## src/rtl/hamming_rx_ctrl_pkg.sv

```systemverilog
// Shared definitions for the Hamming(12,8) receive controller.
//   - FSM state encoding
//   - codeword/data widths and the syndrome range that marks a codeword uncorrectable
//   - syn_is_bad(): true when a syndrome falls in the uncorrectable range
package hamming_rx_ctrl_pkg;

  localparam int CW_W       = 12;
  localparam int DATA_W     = 8;
  localparam int SYN_W      = 4;
  localparam int LEN_W      = 9;   // byte counter must hold 256
  localparam int SYN_BAD_LO = 13;
  localparam int SYN_BAD_HI = 15;

  typedef enum logic [1:0] {
    ST_IDLE,
    ST_HDR,
    ST_DATA,
    ST_DONE
  } state_e;

  // Widened by one bit so the upper bound is a real comparison, not a
  // constant-true one at the syndrome's natural width.
  function automatic logic syn_is_bad(input logic [SYN_W-1:0] syn);
    return ({1'b0, syn} >= 5'(SYN_BAD_LO)) && ({1'b0, syn} <= 5'(SYN_BAD_HI));
  endfunction

endpackage

```

## src/rtl/hamming_dec12.sv

```systemverilog
// Combinational Hamming(12,8) decoder.
//   cw_i       : received codeword, bit i = code position i+1
//   data_o     : payload byte after single-bit correction
//   syndrome_o : raw syndrome (0 clean, 1..12 corrected position, 13..15 uncorrectable)
module hamming_dec12
  import hamming_rx_ctrl_pkg::*;
(
  input  logic [CW_W-1:0]   cw_i,
  output logic [DATA_W-1:0] data_o,
  output logic [SYN_W-1:0]  syndrome_o
);

  logic [CW_W-1:0] fixed;

  always_comb begin
    syndrome_o = {^{cw_i[7], cw_i[8], cw_i[9], cw_i[10], cw_i[11]},
                  ^{cw_i[3], cw_i[4], cw_i[5], cw_i[6], cw_i[11]},
                  ^{cw_i[1], cw_i[2], cw_i[5], cw_i[6], cw_i[9], cw_i[10]},
                  ^{cw_i[0], cw_i[2], cw_i[4], cw_i[6], cw_i[8], cw_i[10]}};
    fixed = cw_i;
    // Syndrome value equals the 1-based position of the erroneous bit.
    if ((syndrome_o != '0) && !syn_is_bad(syndrome_o)) begin
      fixed[syndrome_o - SYN_W'(1)] = ~cw_i[syndrome_o - SYN_W'(1)];
    end
    data_o = {fixed[11:8], fixed[6:4], fixed[2]};
  end

endmodule

```

## src/rtl/hamming_rx_ctrl.sv

```systemverilog
// Frame-level receive controller for Hamming(12,8) codewords.
// A frame is one header codeword (byte L, N = L or 256 when L = 0) followed by
// N payload codewords. Payload bytes leave through a single registered
// valid/ready stage; per-frame corrected/uncorrectable status is published
// with a one-cycle frame_done pulse. A bad header is dropped with hdr_err.
//   clk, rst_n          : clock, synchronous active-low reset
//   en                  : accept new frames
//   cw_in/valid/ready   : codeword input handshake
//   dout/valid/ready    : corrected byte output handshake, dout_last on final byte
//   frame_done          : status pulse; corr_cnt/uncorr hold the finished frame's status
//   hdr_err             : pulse when a header codeword is uncorrectable
module hamming_rx_ctrl
  import hamming_rx_ctrl_pkg::*;
#(
  parameter int CNT_W = 8
) (
  input  logic              clk,
  input  logic              rst_n,
  input  logic              en,
  input  logic [CW_W-1:0]   cw_in,
  input  logic              cw_valid,
  output logic              cw_ready,
  output logic [DATA_W-1:0] dout,
  output logic              dout_valid,
  input  logic              dout_ready,
  output logic              dout_last,
  output logic              frame_done,
  output logic [CNT_W-1:0]  corr_cnt,
  output logic              uncorr,
  output logic              hdr_err
);

  state_e              state_q, state_d;
  logic [LEN_W-1:0]    left_q, left_d;
  logic [CNT_W-1:0]    acc_q, acc_d, acc_inc;
  logic                acc_unc_q, acc_unc_d;
  logic [DATA_W-1:0]   dout_q, dout_d;
  logic                dout_valid_q, dout_valid_d;
  logic                dout_last_q, dout_last_d;
  logic                hdr_err_q, hdr_err_d;
  logic [CNT_W-1:0]    corr_cnt_q, corr_cnt_d;
  logic                uncorr_q, uncorr_d;

  logic [DATA_W-1:0]   dec_byte;
  logic [SYN_W-1:0]    dec_syn;
  logic                syn_bad, syn_corr, cw_xfer;

  hamming_dec12 u_dec (
    .cw_i       (cw_in),
    .data_o     (dec_byte),
    .syndrome_o (dec_syn)
  );

  assign syn_bad  = syn_is_bad(dec_syn);
  assign syn_corr = (dec_syn != '0) && !syn_bad;
  assign cw_xfer  = cw_valid && cw_ready;
  assign acc_inc  = (acc_q == '1) ? acc_q : acc_q + CNT_W'(1);  // saturating

  always_comb begin
    // NOTE: every signal written here gets its hold value first, so no path
    // through the case leaves one unassigned and no latch is inferred.
    state_d      = state_q;
    left_d       = left_q;
    acc_d        = acc_q;
    acc_unc_d    = acc_unc_q;
    dout_d       = dout_q;
    dout_valid_d = dout_valid_q;
    dout_last_d  = dout_last_q;
    hdr_err_d    = 1'b0;
    corr_cnt_d   = corr_cnt_q;
    uncorr_d     = uncorr_q;
    cw_ready     = 1'b0;

    unique case (state_q)
      ST_IDLE: begin
        if (en) begin
          state_d   = ST_HDR;
          acc_d     = '0;
          acc_unc_d = 1'b0;
        end
      end

      ST_HDR: begin
        cw_ready = 1'b1;
        if (cw_xfer) begin
          if (syn_bad) begin
            hdr_err_d = 1'b1;
            state_d   = ST_IDLE;
          end else begin
            left_d  = (dec_byte == '0) ? LEN_W'(256) : LEN_W'(dec_byte);
            state_d = ST_DATA;
            if (syn_corr) acc_d = acc_inc;
          end
        end
      end

      ST_DATA: begin
        // Once the final codeword is taken, input stays closed until DONE.
        cw_ready = (left_q != '0) && (!dout_valid_q || dout_ready);
        if (cw_xfer) begin
          dout_d       = dec_byte;
          dout_valid_d = 1'b1;
          dout_last_d  = (left_q == LEN_W'(1));
          left_d       = left_q - LEN_W'(1);
          if (syn_corr) acc_d = acc_inc;
          if (syn_bad)  acc_unc_d = 1'b1;
        end else if (dout_valid_q && dout_ready) begin
          dout_valid_d = 1'b0;
          dout_last_d  = 1'b0;
          if (dout_last_q) begin
            // Publish status on the DONE entry edge so it is visible with frame_done.
            state_d    = ST_DONE;
            corr_cnt_d = acc_q;
            uncorr_d   = acc_unc_q;
          end
        end
      end

      ST_DONE: begin
        if (en) begin
          state_d   = ST_HDR;
          acc_d     = '0;
          acc_unc_d = 1'b0;
        end else begin
          state_d = ST_IDLE;
        end
      end

      default: state_d = ST_IDLE;
    endcase
  end

  // NOTE: sequential state uses non-blocking assignments so every register
  // samples the pre-edge values of the others.
  always_ff @(posedge clk) begin
    if (!rst_n) begin
      state_q      <= ST_IDLE;
      left_q       <= '0;
      acc_q        <= '0;
      acc_unc_q    <= 1'b0;
      dout_q       <= '0;
      dout_valid_q <= 1'b0;
      dout_last_q  <= 1'b0;
      hdr_err_q    <= 1'b0;
      corr_cnt_q   <= '0;
      uncorr_q     <= 1'b0;
    end else begin
      state_q      <= state_d;
      left_q       <= left_d;
      acc_q        <= acc_d;
      acc_unc_q    <= acc_unc_d;
      dout_q       <= dout_d;
      dout_valid_q <= dout_valid_d;
      dout_last_q  <= dout_last_d;
      hdr_err_q    <= hdr_err_d;
      corr_cnt_q   <= corr_cnt_d;
      uncorr_q     <= uncorr_d;
    end
  end

  assign dout       = dout_q;
  assign dout_valid = dout_valid_q;
  assign dout_last  = dout_last_q;
  assign hdr_err    = hdr_err_q;
  assign frame_done = (state_q == ST_DONE);
  assign corr_cnt   = corr_cnt_q;
  assign uncorr     = uncorr_q;

endmodule

```

## config.mk

```make
export PLATFORM = sky130hd
export DESIGN_NAME = hamming_rx_ctrl
export DESIGN_NICKNAME = d
export VERILOG_FILES = /design/src/rtl/hamming_rx_ctrl_pkg.sv /design/src/rtl/hamming_dec12.sv /design/src/rtl/hamming_rx_ctrl.sv
export SDC_FILE = /design/constraint.sdc
export NUM_CORES = 1
export LEC_CHECK = 0
export ABC_AREA = 0
export CELL_PAD_IN_SITES_DETAIL_PLACEMENT = 0
export CELL_PAD_IN_SITES_GLOBAL_PLACEMENT = 1
export CORE_UTILIZATION = 38
export CTS_CLUSTER_SIZE = 30
export DETAILED_ROUTE_END_ITERATION = 8
export PLACE_DENSITY_LB_ADDON = 0.1
export SLEW_MARGIN = 25
export SYNTH_ARGS = -nofsm -noshare
export SYNTH_HDL_FRONTEND = slang
export SYNTH_SLANG_ARGS = --single-unit
```

## constraint.sdc

```tcl
create_clock -name clk -period 3.65 [get_ports clk]
set_clock_uncertainty 0.1 [all_clocks]
set_input_delay 0.365 -clock clk [delete_from_list [all_inputs] [get_ports clk]]
set_output_delay 0.365 -clock clk [all_outputs]
set_load 0.01 [all_outputs]
```

==> impl_results.md <==
* DP Area at between 3000 and 4000 sq um
* R2r worst-path depth at 10
* Post-synth EDFFs at 0
* CTS tree: built
* Tmin final at about 3.3 ns
* Nets at between 400 and 500
* Drt initial violations at 85
* Die Ht at roughly 89 um
* Final worst-path cycle share at 90.3%
* Max cap viols at 0
* Ys Warns at 0
* Worst path required time at ~3.8 ns
* Overall Global Routing Usage at between 10% and 20%
* R2r setup slk at around 0.65 ns
* Top Family by Delay on Critical Path: compound AO/OA/AOI/OAI gates
* WP buf/inv at 1
* FF+latch count, synth at 40
* Post-Synth Simple-Gate Area at a little over a fifth
* Slowest stage delay, CP at 0.53 ns
* PwrDens at between 500 and 600 nW/um^2
* Critical Path End Type: flop
* Port bufs at 38
* Hold EP: dout[4]$_SDFFE_PN0P_
* Place WS at around 0.066 ns
* CP Class: input pin to flop
* Area grow syn2layout at 23.0%
* Post-CTS Hold Fix Bufs at 0
* CTS root buf: clkbuf_8
* I/O pin total at 39
* CP max-delay cell: xor3_2
* Routed len/inst at approximately 15 um
* Postcts setup bufs at 0
* Vias per std cell at 5.38
* Post-synthesis compound-gate area fraction at roughly 23%
* Final Hold Viols at 0
* ANT nets after route at 0
* Detailed Routing Iterations Pass 1 at 5
* Slew margin rel. at a little over half
* Worst r2r src: state_q[0]$_SDFFE_PN0P_
* Post-synthesis async set-or-reset flop share at 0%
* Leak Pwr at between 1 and 1.5 nW
* Horiz. Die Dim at about 89 um
* Mapped Nets at 361
* Top_reg_cell synth: dfxtp_1
* Hold_sp: dout[4]$_SDFFE_PN0P_
* HP Class: flop to flop
* Routed WL at roughly 7300 um
* Netlist Area Pre-Place at roughly 2900 sq um
* Endpoints failing setup at 0
* Worst EP arrival at between 3 and 4 ns
* Row count at 31
* Cells after Synth at 331
* Worst setup margin at 0.356 ns
* Share of cells above drive strength 1 at 10.7%
* N_diodes at 0
* Seq/Total Area, Yosys at 27.9%
* Status: finished clean
* Die footprint at between 7000 and 8000 sq um
* Total global routing overflow at 0
* Critical path's most frequent cell: a21oi_1
* Measured slew at the worst slew-check pin at 0.707 ns
* RSZ-0062 raised after global routing: false
* Adder-Cell Fraction of Synth Area at under 10%
* Std-Cell Core Area at 7250 sq um
* TritonCTS sink count at 40
* Post-synth cell types at 64
* Post-synthesis mux area share at under 10%
* Max clock buf depth at 2
* F_max at between 300 and 400 MHz
* Setup_tns at 0 ns
* Drc violations at 0
* Post-synthesis xor/xnor area fraction at 12.4%
* Post-cts gate resize count at 0
* First-pass GRT wire length at between 10,000 and 15,000 um
* Final HPWL DP at around 5600 um
* Largest net degree at the start of global routing at 30
* Most frequent cells in the layout: 40 x dfxtp_1, 38 x clkdlybuf4s50_1, 28 x nand2_1
* Critical Path, Cell by Cell: clkdlybuf4s50_1 > xnor2_2 > xor3_2 > ha_1 > a21oi_1 > a21oi_1 > o2111ai_2 > a311oi_2 > nand4b_1 > o31ai_1
* Most common cell after layout, fill and taps aside: dfxtp_1
* Vias in the first global route at between 2,000 and 2,500
* Mean Syn Cell Area at 8.66 sq um
* RePlAce Congestion at roughly 0.98
* Max VDD drop at 195 uV
* Finished Cell Area at about 3500 sq um
* CTS H-tree lvls at 2
* Total number of vias at 2,599
* TritonCTS Buffers at 5
* CTS clk-pin slew, worst paths at roughly 0.080 ns
* Combinational family with the most area after synthesis: compound AO/OA/AOI/OAI gates
* Initial Util at between 30% and 40%
* Crit path max fanout at 6
* Hold depth at 2
* CP Launch Type: input pin
* Clk Latency, worst-skew pair at around 0.29 ns
* Initial antenna violation count at 0
* Final Max Tran Viols at 0
## registers in the layout, indices dropped and copies added (netlist names), 8 cells and up, named ones only
name / flops
left_q: 9
acc_q: 8
dout: 8
corr_cnt: 8
## metal layers
| metal | wire length [um] | part of all wire, % | up-vias | global-route usage (%) |
|---|---|---|---|---|
| li1 | - | - | 1316 | - |
| met1 | 3600 | 49 | 1213 | 27.6 |
| met2 | 3320 | 46 | 62 | 31.0 |
| met3 | 273 | 3.8 | 8 | 3.54 |
| met4 | 82 | 1.1 | 0 | 5.43 |
| met5 | 0 | 0 | - | 0 |
## cell usage after synthesis (3+ instances only)
master / instances / area share [%]
a21boi_0: 3 / 0.79
a21oi_1: 21 / 3.7
a2bb2oi_1: 3 / 0.92
a31oi_1: 6 / 1.3
a41oi_1: 4 / 1.2
and2_1: 5 / 1.1
and3_1: 4 / 0.87
clkbuf_1: 8 / 1.0
dfxtp_1: 40 / 28
ha_1: 13 / 5.7
inv_1: 9 / 1.2
mux2i_1: 13 / 4.5
nand2_1: 28 / 3.7
nand3_1: 18 / 3.1
nand4_1: 3 / 0.65
nor2_1: 24 / 3.1
nor2b_1: 16 / 3.5
nor3_1: 12 / 2.1
o21a_1: 4 / 1.0
o21ai_0: 18 / 3.1
o21ai_1: 3 / 0.52
o221a_1: 4 / 1.6
o22ai_1: 3 / 0.65
or3_1: 7 / 1.5
xnor2_1: 11 / 3.4
xnor3_1: 4 / 3.1
## power by group
group | internal [W] | switching [W] | leakage (nW) | total (W)
combinational | 0.000457 | 0.000634 | 0.928 | 0.00109
sequential | 0.000490 | 0.0000616 | 0.324 | 0.000552
clock | 0.000130 | 0.000156 | 0.0410 | 0.000287
total | 0.00108 | 0.000852 | 1.29 | 0.00193
## kinds of logic after synthesis
kind of cell,after synthesis
mux,14
xor+xnor,24
fa+ha+maj,14
flops,40
compound gates,92
simple gates,123
buf+inv,24
## worst max path at each step
stage,from,endpoint,slack [ns],cells after the start
finish,cw_in[2],left_q[8]$_SDFFE_PN0P_,0.36,10
detailed placement,cw_in[2],left_q[8]$_SDFFE_PN0P_,0.07,12
global route,cw_in[6],left_q[8]$_SDFFE_PN0P_,0.10,12
CTS,cw_in[6],left_q[4]$_SDFFE_PN0P_,0.36,12
global placement,cw_in[11],left_q[8]$_SDFFE_PN0P_,0.09,10
floorplan,cw_in[10],acc_q[7]$_SDFFE_PN0P_,0.46,12
## stage by stage
step | utilization [%] | total power (W) | cells | hold slack [ns]
4_1_cts | 48.6 | 0.00193 | 483 | 0.360
3_5_place_dp | 47.6 | 0.00164 | 476 | 0.349
2_1_floorplan | - | 0.00134 | 331 | 0.376
5_1_grt | 48.6 | 0.00209 | 483 | 0.391
3_3_place_gp | 47.6 | 0.00164 | 476 | 0.342
6_report | 48.6 | 0.00193 | 483 | 0.357
## worst min-delay path: stages (launching register included)
cell and delay [ns]:
dfxtp_1 0.32, nand2_1 0.05, a21boi_1 0.05
## final cells by class
type,count,area (sq um)
fill,726,3730
multi-input combinational,267,1950
sequential,40,801
timing repair buffer,58,531
tap,99,124
clock buffer,6,72.6
inverter,12,47.5
clock inverter,1,5.00
(Power assumes the default switching activity.)
